## config.mk

```make
export PLATFORM = sky130hd
export DESIGN_NAME = crypto_core_engine_flat
export DESIGN_NICKNAME = d
export VERILOG_FILES = /design/src/rtl/crypto_core_engine_if.sv /design/src/rtl/crypto_core_engine.sv /design/src/flat_wrapper.sv
export SDC_FILE = /design/constraint.sdc
export NUM_CORES = 1
export LEC_CHECK = 0
export CAP_MARGIN = 20
export CORE_MARGIN = 2
export CORE_UTILIZATION = 55
export DETAILED_ROUTE_END_ITERATION = 10
export PLACE_DENSITY = 0.77
export SLEW_MARGIN = 20
export SYNTH_ARGS = -nofsm -noshare
export SYNTH_HDL_FRONTEND = slang
export SYNTH_SLANG_ARGS = --single-unit
```

## constraint.sdc

```tcl
create_clock -name clk -period 7.59 [get_ports clk]
set_input_delay 0.759 -clock clk [delete_from_list [all_inputs] [get_ports clk]]
set_output_delay 0.759 -clock clk [all_outputs]
set_load 0.01 [all_outputs]
```

## src/rtl/crypto_core_engine_if.sv

```systemverilog
// Command/result bundle between the control unit and the crypto engine.
// The control unit is the master; the engine is the slave.
interface crypto_core_engine_if #(
  parameter int unsigned DATA_W = 16
);
  logic              Load_data;
  logic              start_crypt;
  logic              start_decrypt;
  logic              start_execute_crypto;
  logic              Store_data;
  logic [DATA_W-1:0] data_in;
  logic [DATA_W-1:0] key_in;
  logic              fin_crypto;
  logic              busy;
  logic [DATA_W-1:0] data_out;
  logic              data_out_en;

  modport master (
    output Load_data, start_crypt, start_decrypt, start_execute_crypto, Store_data,
    output data_in, key_in,
    input  fin_crypto, busy, data_out, data_out_en
  );

  modport slave (
    input  Load_data, start_crypt, start_decrypt, start_execute_crypto, Store_data,
    input  data_in, key_in,
    output fin_crypto, busy, data_out, data_out_en
  );
endinterface

```

## src/rtl/crypto_core_engine.sv

```systemverilog
// Iterative rotate/xor/add block cipher, one round per clock, driven by the
// control unit's load / execute / store pulse sequence.
module crypto_core_engine #(
  parameter int unsigned DATA_W = 16,
  parameter int unsigned ROUNDS = 4
) (
  input logic                 clk,
  input logic                 rst,
  crypto_core_engine_if.slave bus
);

  typedef enum logic [1:0] {StIdle, StLoaded, StRun, StDone} state_e;

  state_e            state_q;
  logic [DATA_W-1:0] x_q;
  logic [DATA_W-1:0] key_q;
  logic              decrypt_q;
  logic [7:0]        cnt_q;
  logic              fin_q;
  logic              busy_q;
  logic [DATA_W-1:0] data_out_q;
  logic              data_out_en_q;

  logic              load_req;
  logic              load_dec;
  int unsigned       rnd_idx;
  int unsigned       rot_amt;
  logic [DATA_W-1:0] round_key;
  logic [DATA_W-1:0] rnd_tmp;
  logic [DATA_W-1:0] x_next;

  assign load_req = bus.Load_data & (bus.start_crypt | bus.start_decrypt);
  // Both mode bits high resolves to encrypt.
  assign load_dec = bus.start_decrypt & ~bus.start_crypt;

  // Decrypt walks the round indices backwards so it undoes encrypt step by step.
  always_comb begin
    rnd_idx   = 0;
    rot_amt   = 0;
    round_key = '0;
    rnd_tmp   = '0;
    x_next    = x_q;
    rnd_idx   = decrypt_q ? (ROUNDS - 1 - 32'(cnt_q)) : 32'(cnt_q);
    rot_amt   = rnd_idx % DATA_W;
    round_key = (key_q << rot_amt) | (key_q >> (DATA_W - rot_amt));
    if (!decrypt_q) begin
      rnd_tmp = (x_q ^ round_key) + DATA_W'(rnd_idx);
      x_next  = {rnd_tmp[DATA_W-4:0], rnd_tmp[DATA_W-1:DATA_W-3]};
    end else begin
      rnd_tmp = {x_q[2:0], x_q[DATA_W-1:3]};
      x_next  = (rnd_tmp - DATA_W'(rnd_idx)) ^ round_key;
    end
  end

  always_ff @(posedge clk or negedge rst) begin
    if (!rst) begin
      state_q       <= StIdle;
      x_q           <= '0;
      key_q         <= '0;
      decrypt_q     <= 1'b0;
      cnt_q         <= '0;
      fin_q         <= 1'b0;
      busy_q        <= 1'b0;
      data_out_q    <= '0;
      data_out_en_q <= 1'b0;
    end else begin
      data_out_en_q <= 1'b0;
      case (state_q)
        StIdle: begin
          if (load_req) begin
            x_q       <= bus.data_in;
            key_q     <= bus.key_in;
            decrypt_q <= load_dec;
            state_q   <= StLoaded;
          end
        end
        StLoaded: begin
          if (bus.start_execute_crypto) begin
            cnt_q   <= '0;
            busy_q  <= 1'b1;
            state_q <= StRun;
          end else if (load_req) begin
            x_q       <= bus.data_in;
            key_q     <= bus.key_in;
            decrypt_q <= load_dec;
          end
        end
        StRun: begin
          x_q <= x_next;
          if (cnt_q == 8'(ROUNDS - 1)) begin
            data_out_q <= x_next;
            fin_q      <= 1'b1;
            busy_q     <= 1'b0;
            state_q    <= StDone;
          end else begin
            cnt_q <= cnt_q + 8'd1;
          end
        end
        StDone: begin
          if (bus.Store_data) begin
            data_out_en_q <= 1'b1;
            fin_q         <= 1'b0;
            state_q       <= StIdle;
          end else if (load_req) begin
            x_q       <= bus.data_in;
            key_q     <= bus.key_in;
            decrypt_q <= load_dec;
            fin_q     <= 1'b0;
            state_q   <= StLoaded;
          end
        end
        default: state_q <= StIdle;
      endcase
    end
  end

  assign bus.fin_crypto  = fin_q;
  assign bus.busy        = busy_q;
  assign bus.data_out    = data_out_q;
  assign bus.data_out_en = data_out_en_q;

endmodule

```

## src/flat_wrapper.sv

```systemverilog
// flat-port wrapper written by rule: the top's interface ports become plain ports
module crypto_core_engine_flat 
#(
  parameter int unsigned DATA_W = 16,
  parameter int unsigned ROUNDS = 4
)
  (clk, rst, bus_Load_data, bus_start_crypt, bus_start_decrypt, bus_start_execute_crypto, bus_Store_data, bus_data_in, bus_key_in, bus_fin_crypto, bus_busy, bus_data_out, bus_data_out_en);
  crypto_core_engine_if #(.DATA_W(DATA_W)) bus_i ();
  input logic clk;
  input logic rst;
  input wire logic [$bits(bus_i.Load_data)-1:0] bus_Load_data;
  input wire logic [$bits(bus_i.start_crypt)-1:0] bus_start_crypt;
  input wire logic [$bits(bus_i.start_decrypt)-1:0] bus_start_decrypt;
  input wire logic [$bits(bus_i.start_execute_crypto)-1:0] bus_start_execute_crypto;
  input wire logic [$bits(bus_i.Store_data)-1:0] bus_Store_data;
  input wire logic [$bits(bus_i.data_in)-1:0] bus_data_in;
  input wire logic [$bits(bus_i.key_in)-1:0] bus_key_in;
  output wire logic [$bits(bus_i.fin_crypto)-1:0] bus_fin_crypto;
  output wire logic [$bits(bus_i.busy)-1:0] bus_busy;
  output wire logic [$bits(bus_i.data_out)-1:0] bus_data_out;
  output wire logic [$bits(bus_i.data_out_en)-1:0] bus_data_out_en;
  assign bus_i.Load_data = bus_Load_data;
  assign bus_i.start_crypt = bus_start_crypt;
  assign bus_i.start_decrypt = bus_start_decrypt;
  assign bus_i.start_execute_crypto = bus_start_execute_crypto;
  assign bus_i.Store_data = bus_Store_data;
  assign bus_i.data_in = bus_data_in;
  assign bus_i.key_in = bus_key_in;
  assign bus_fin_crypto = bus_i.fin_crypto;
  assign bus_busy = bus_i.busy;
  assign bus_data_out = bus_i.data_out;
  assign bus_data_out_en = bus_i.data_out_en;
  crypto_core_engine #(.DATA_W(DATA_W), .ROUNDS(ROUNDS)) u_core (.clk(clk), .rst(rst), .bus(bus_i));
endmodule
```

# Word-level counts from Yosys, hierarchy flattened
# Index checks and enable logic that the tools add are counted.
[op_classes] bitwise_logic=7 reduce_logical=11 n_mux=31 n_eq_ne=10 addsub=5 shifts=2
[ops] op="16-bit 2-to-1 mux" n=8
[ops] op="16-bit case mux with 4 select lines" n=1
[ops] op="16-bit case mux with 3 select lines" n=1
[ops] op="16-bit by 32-bit >> shifter with 16-bit output" n=1
[ops] op="16-bit XOR" n=2
[ops] op="16-bit adder" n=1
[ops] op="8-bit 2-to-1 mux" n=2
[ops] op="16-bit OR" n=1
[ops] op="8-bit case mux with 2 select lines" n=1
[ops] op="16-bit by 4-bit left shift with 16-bit output" n=1
[ops] op="16-bit subtractor" n=1
[ops] op="3-bit AND reduction" n=4
[ops] op="1-bit 2-to-1 mux" n=10
[ops] op="2-bit by 8-bit subtractor with 9-bit output, first input constant" n=1
[ops] op="8-bit by 1-bit adder with 8-bit output, second input constant" n=1
[ops] op="8-bit by 2-bit == test with 1-bit output, second input constant" n=1
[ops] op="2-bit 2-to-1 mux" n=4
[ops] op="2-bit inequality test, second input constant" n=4
[ops] op="2-bit case mux with 4 select lines" n=1
[ops] op="2-bit AND reduction" n=3
[ops] op="5-bit by 4-bit subtractor with 6-bit output, first input constant" n=1
[ops] op="2-bit == test, second input constant" n=2
[ops] op="1-bit case mux with 2 select lines" n=2
[ops] op="2-bit nonzero test" n=2
[ops] op="other kinds (9)" n=10
[word_totals] elab_cells=75 out_inout_bits=19 input_bits=39 register_bits=62

# Longest topological paths before layout
[logic_depth] depth_word=9 ltp_mapped=22 depth_no_buf=19

# Worst setup path after synthesis
# No wires, ideal clock.
[synth_path] path_type="flip-flop to flip-flop" start="reg u_core.cnt_q[2]" end="reg u_core.x_q[0]" period_less_slack_ps=5045 setup_time_ps=121 setup_slack_ps=2545 stages_incl_launch_ff=21 required_time_ps=7469 t_arrival_ps=4924 cell_sequence="dfrtp_1 > clkbuf_1 > clkinv_1 > buf_1 > ha_1 > mux2i_1 > a222oi_1 > nand2_1 > a2111oi_1 > nor3_1 > xnor2_1 > ha_1 > a21oi_1 > nor2b_1 > nor2_1 > o21bai_1 > a2111o_1 > a31oi_1 > or2_2 > o2111ai_1 > a22o_1"
[synth_via] elab_chain_len=9
[synth_rtl] item="start, declared" line_no="crypto_core_engine.sv:18" source="logic [7:0] cnt_q;"
[synth_rtl] item="start signal, assigned" line_no="crypto_core_engine.sv:96" source="cnt_q <= cnt_q + 8'd1;"
[synth_rtl] item="2-bit by 8-bit subtractor with 9-bit output" line_no="crypto_core_engine.sv:43" source="rnd_idx = decrypt_q ? (ROUNDS - 1 - 32'(cnt_q)) : 32'(cnt_q);"
[synth_rtl] item="16-bit 2-to-1 mux (*)" line_no="crypto_core_engine.sv:43"
[synth_rtl] item="5-bit by 4-bit subtractor with 6-bit output" line_no="crypto_core_engine.sv:45" source="round_key = (key_q << rot_amt) | (key_q >> (DATA_W - rot_amt));"
[synth_rtl] item="16-bit by 32-bit >> shifter with 16-bit output" line_no="crypto_core_engine.sv:45"
[synth_rtl] item="16-bit OR" line_no="crypto_core_engine.sv:45"
[synth_rtl] item="16-bit XOR" line_no="crypto_core_engine.sv:47" source="rnd_tmp = (x_q ^ round_key) + DATA_W'(rnd_idx);"
[synth_rtl] item="16-bit adder" line_no="crypto_core_engine.sv:47"
[synth_rtl] item="16-bit 2-to-1 mux (*)" line_no="crypto_core_engine.sv:46" source="if (!decrypt_q) begin"
[synth_rtl] item="16-bit case mux with 4 select lines (*)" line_no="crypto_core_engine.sv:68" source="case (state_q)"
[synth_rtl] item="end signal, assigned" line_no="crypto_core_engine.sv:71" source="x_q <= bus.data_in;"
[synth_rtl] item="end signal, assigned" line_no="crypto_core_engine.sv:83" source="x_q <= bus.data_in;"
[synth_rtl] item="end signal, assigned" line_no="crypto_core_engine.sv:89" source="x_q <= x_next;"
[synth_rtl] item="end, declared" line_no="crypto_core_engine.sv:15" source="logic [DATA_W-1:0] x_q;"
# Mark *: on every way between the ends. The rest lies on a longest branch, timed or not.
# A chain may end at the register's enable or synchronous reset.

# Worst setup path after layout
[layout_path] start="reg u_core.decrypt_q" end="reg u_core.data_out_q[1], in the netlist u_core.bus.data_out[1]"
[layout_via] elab_chain_len=7
[layout_rtl] item="start, declared" line_no="crypto_core_engine.sv:17" source="logic decrypt_q;"
[layout_rtl] item="start signal, assigned" line_no="crypto_core_engine.sv:73" source="decrypt_q <= load_dec;"
[layout_rtl] item="start signal, assigned" line_no="crypto_core_engine.sv:85" source="decrypt_q <= load_dec;"
[layout_rtl] item="start signal, assigned" line_no="crypto_core_engine.sv:107" source="decrypt_q <= load_dec;"
[layout_rtl] item="16-bit 2-to-1 mux" line_no="crypto_core_engine.sv:43"
[layout_rtl] item="5-bit by 4-bit subtractor with 6-bit output" line_no="crypto_core_engine.sv:45"
[layout_rtl] item="16-bit by 32-bit >> shifter with 16-bit output" line_no="crypto_core_engine.sv:45"
[layout_rtl] item="16-bit OR" line_no="crypto_core_engine.sv:45"
[layout_rtl] item="16-bit XOR" line_no="crypto_core_engine.sv:47"
[layout_rtl] item="16-bit adder" line_no="crypto_core_engine.sv:47"
[layout_rtl] item="16-bit 2-to-1 mux (*)" line_no="crypto_core_engine.sv:46"
[layout_rtl] item="end signal, assigned" line_no="crypto_core_engine.sv:91" source="data_out_q <= x_next;"
[layout_rtl] item="end, declared" line_no="crypto_core_engine.sv:21" source="logic [DATA_W-1:0] data_out_q;"
# Marks and branches as above.

==> results.cfg <==
[detailed_routing]
antenna_left = 0
vias = 6236
post_drt_wl_per_cell_um = 21.7
viasPerCell = 6.63
drc = 0
drt-initial-drc-count = 595
firstDrtPassIters = 5
drt-total-wl_um = 20400

[cells_and_area]
area_growth_pct = 13.8
fillers = 988
final_layout_size_suffix_gt1_frac = 0.107
antenna_cells = 0
nets = 865

[yosys]
synth_area_leaders = dfrtp_1 24%, xnor2_1 6.7%, ha_1 6.1%, mux4_2 4.8%, mux2i_1 4.6%
synth_most_common_cell = dfrtp_1
synth-simple-area-share = 0.174
synth_edf_count = 0
yosysSeqAreaShare = 0.236
synth_cells = 765
syn_nets = 838
synth_xor_area_frac = 0.0876
synthAdderAreaFrac = 0.0686
synth_flop_cell = dfrtp_1
synth_top_cell_by_area = dfrtp_1
synth_top_family_by_area = compound AO/OA/AOI/OAI gates
synth_compound_area_frac = 0.238
syn_avg_cell_area_um2 = 8.59
synth_area_mm2 = 0.00657
synth_top_area_share = 0.236
yosysWarnings = 0
ys_ff_latch = 62
muxShareOfSynthArea = 0.149
synthTopCellsByCount = 62 x dfrtp_1, 58 x nand2_1, 55 x nor2_1, 50 x a21oi_1, 50 x xnor2_1
ys_types = 80
synth_async_sr_flop_share = 1.00

[clock_network]
cts_tree = built
htree_levels = 3
clock_sinks = 62
cts_resized = 0
clk_latency_ns = 0.35
cts.clk_slew.worst_paths_ns = 0.06
cts_buffers = 9
clock_path_buffers = 2
cts_setup_buffers = 0
cts_root_buffer = clkbuf_16
cts_hold_buf = 0

[sta]
finalCritPeriodShare = 0.736
slew_headroom = 0.352
setup_violations = 0
tightest_slew_ns = 0.969
maxSlewViolCount = 0
hold_viol_final = 0
fin_worst_skew_ns = 0.0110
min_period_ns = 5.58
max_freq_mhz = 179
rsz0062_at_grt = no
fin_setup_tns_ns = 0

[floorplanning]
io_pins = 58
rows = 39
core_area_mm2 = 0.0115
die_x_um = 113
design.die.area_mm2 = 0.0128
start_util = 0.571
die_h_um = 113

[grt]
grt_first_pass_wirelength_um = 33100
grt_max_degree = 63
antenna_found_initial = 0
grt_util_all_layers = 0.328
grt_pass1_vias = 6166
overflow = 0

[worst_setup_path]
critPathMaxFanout = 42
critPathKind = flop to flop
crit_path_start_kind = flop
worstPathRequired_ns = 7.78
arrival_ns = 5.77
end_kind = flop

[place]
gp_congestion = 1.02
dp.final_hpwl_um = 15200
numPortBuffers = 57

[job]
drv_cap = 0

[min_path]
hold_path_class = flop to flop

[run_status]
status = finished, final reports clean
## state kept, by name (all words and copies together), names as in the netlist
register                cells
u_core.cnt_q                8
u_core.decrypt_q            1
u_core.bus.data_out_en      1
u_core.key_q               16
u_core.bus.fin_crypto       1
u_core.bus.data_out        16
u_core.bus.busy             1
u_core.state_q              2
u_core.x_q                 16
## metrics by stage
| stage | instance area, um^2 | worst slack [ns] | cells | utilization | hold slack [ns] |
|---|---|---|---|---|---|
| floorplan | 6570 | 2.54 | 765 | - | 0.463 |
| global placement | 7180 | 2.21 | 924 | 0.623 | 0.465 |
| detailed placement | 7180 | 2.14 | 924 | 0.623 | 0.474 |
| CTS | 7480 | 2.10 | 940 | 0.649 | 0.488 |
| global route | 7480 | 1.62 | 940 | 0.649 | 0.533 |
| finish | 7480 | 2.01 | 940 | 0.649 | 0.480 |
## cell usage in the layout, fill, tap and decap left out, drive strengths merged, types with 7 or more instances in the layout
cell / Yosys / routed
dfrtp: 62 / 62
nand2: 58 / 58
clkdlybuf4s50: 0 / 56
nor2: 55 / 55
o21ai: 52 / 52
xnor2: 51 / 51
a21oi: 50 / 50
ha: 32 / 32
mux2i: 30 / 30
mux2: 25 / 25
inv: 22 / 23
nand3: 17 / 17
nor3: 17 / 17
mux4: 17 / 17
or3: 16 / 16
a21o: 15 / 15
nand2b: 14 / 14
o21a: 13 / 13
and3: 12 / 12
o221ai: 12 / 12
buf: 19 / 12
xor2: 10 / 10
a31oi: 10 / 10
a211oi: 10 / 10
clkbuf: 33 / 9
o31ai: 8 / 8
o21bai: 8 / 8
or4: 7 / 7
## worst max-delay path, stage by stage, from the launching register on
cell and delay [ns]:
dfrtp_2 0.61, buf_4 0.48, mux2i_1 0.17, a222oi_1 0.73
nand3_1 0.50, nor3_1 0.51, o31a_1 0.23, nor3_1 0.07
fa_1 0.45, a21o_1 0.18, a21oi_1 0.22, o21bai_1 0.13
a21oi_1 0.25, o21ai_0 0.17, a41oi_1 0.29, xnor2_1 0.10
mux2i_1 0.21, a21oi_1 0.10
## final timing paths
path,from,endpoint,slack (ns),depth (start not counted)
setup reg to reg,u_core.decrypt_q,u_core.bus.data_out[1],2.01,17
setup / recovery,u_core.decrypt_q,u_core.bus.data_out[1],2.01,17
hold / removal,u_core.bus.data_out[5],u_core.bus.data_out[5],0.48,2
min in group asynchronous,rst,u_core.key_q[7],0.58,2
max in group asynchronous,rst,u_core.decrypt_q,6.35,2
hold reg to reg,u_core.bus.data_out[5],u_core.bus.data_out[5],0.48,2
## area by class of cell
class	count	area, um^2	area share
Clock inverter	7	73.8	0.00987
Sequential cell	62	1550	0.208
Clock buffer	9	225	0.0301
Inverter	23	88.8	0.0119
Tap cell	143	179	0.0239
Multi-Input combinational cell	628	4710	0.630
Timing Repair Buffer	68	648	0.0867
## cells by family after synthesis
kind of cell,count (synthesis)
DFF,62
xor gates and xnor gates,62
AOI/OAI and AO/OA,231
adders and majority gates,35
muxes,72
buffers and inverters,75
and+or+nand+nor,228
## routing by layer
layer | up-vias | track usage | part of all wire
met5 | - | 0 | 0
met4 | 0 | 0.120 | 0.025
met3 | 29 | 0.0514 | 0.066
met2 | 241 | 0.528 | 0.46
met1 | 3042 | 0.448 | 0.44
li1 | 2924 | - | -
Power is left out: the tool's default activity adds up to more than one toggle a clock period on the data nets, which glitch-free logic cannot reach.
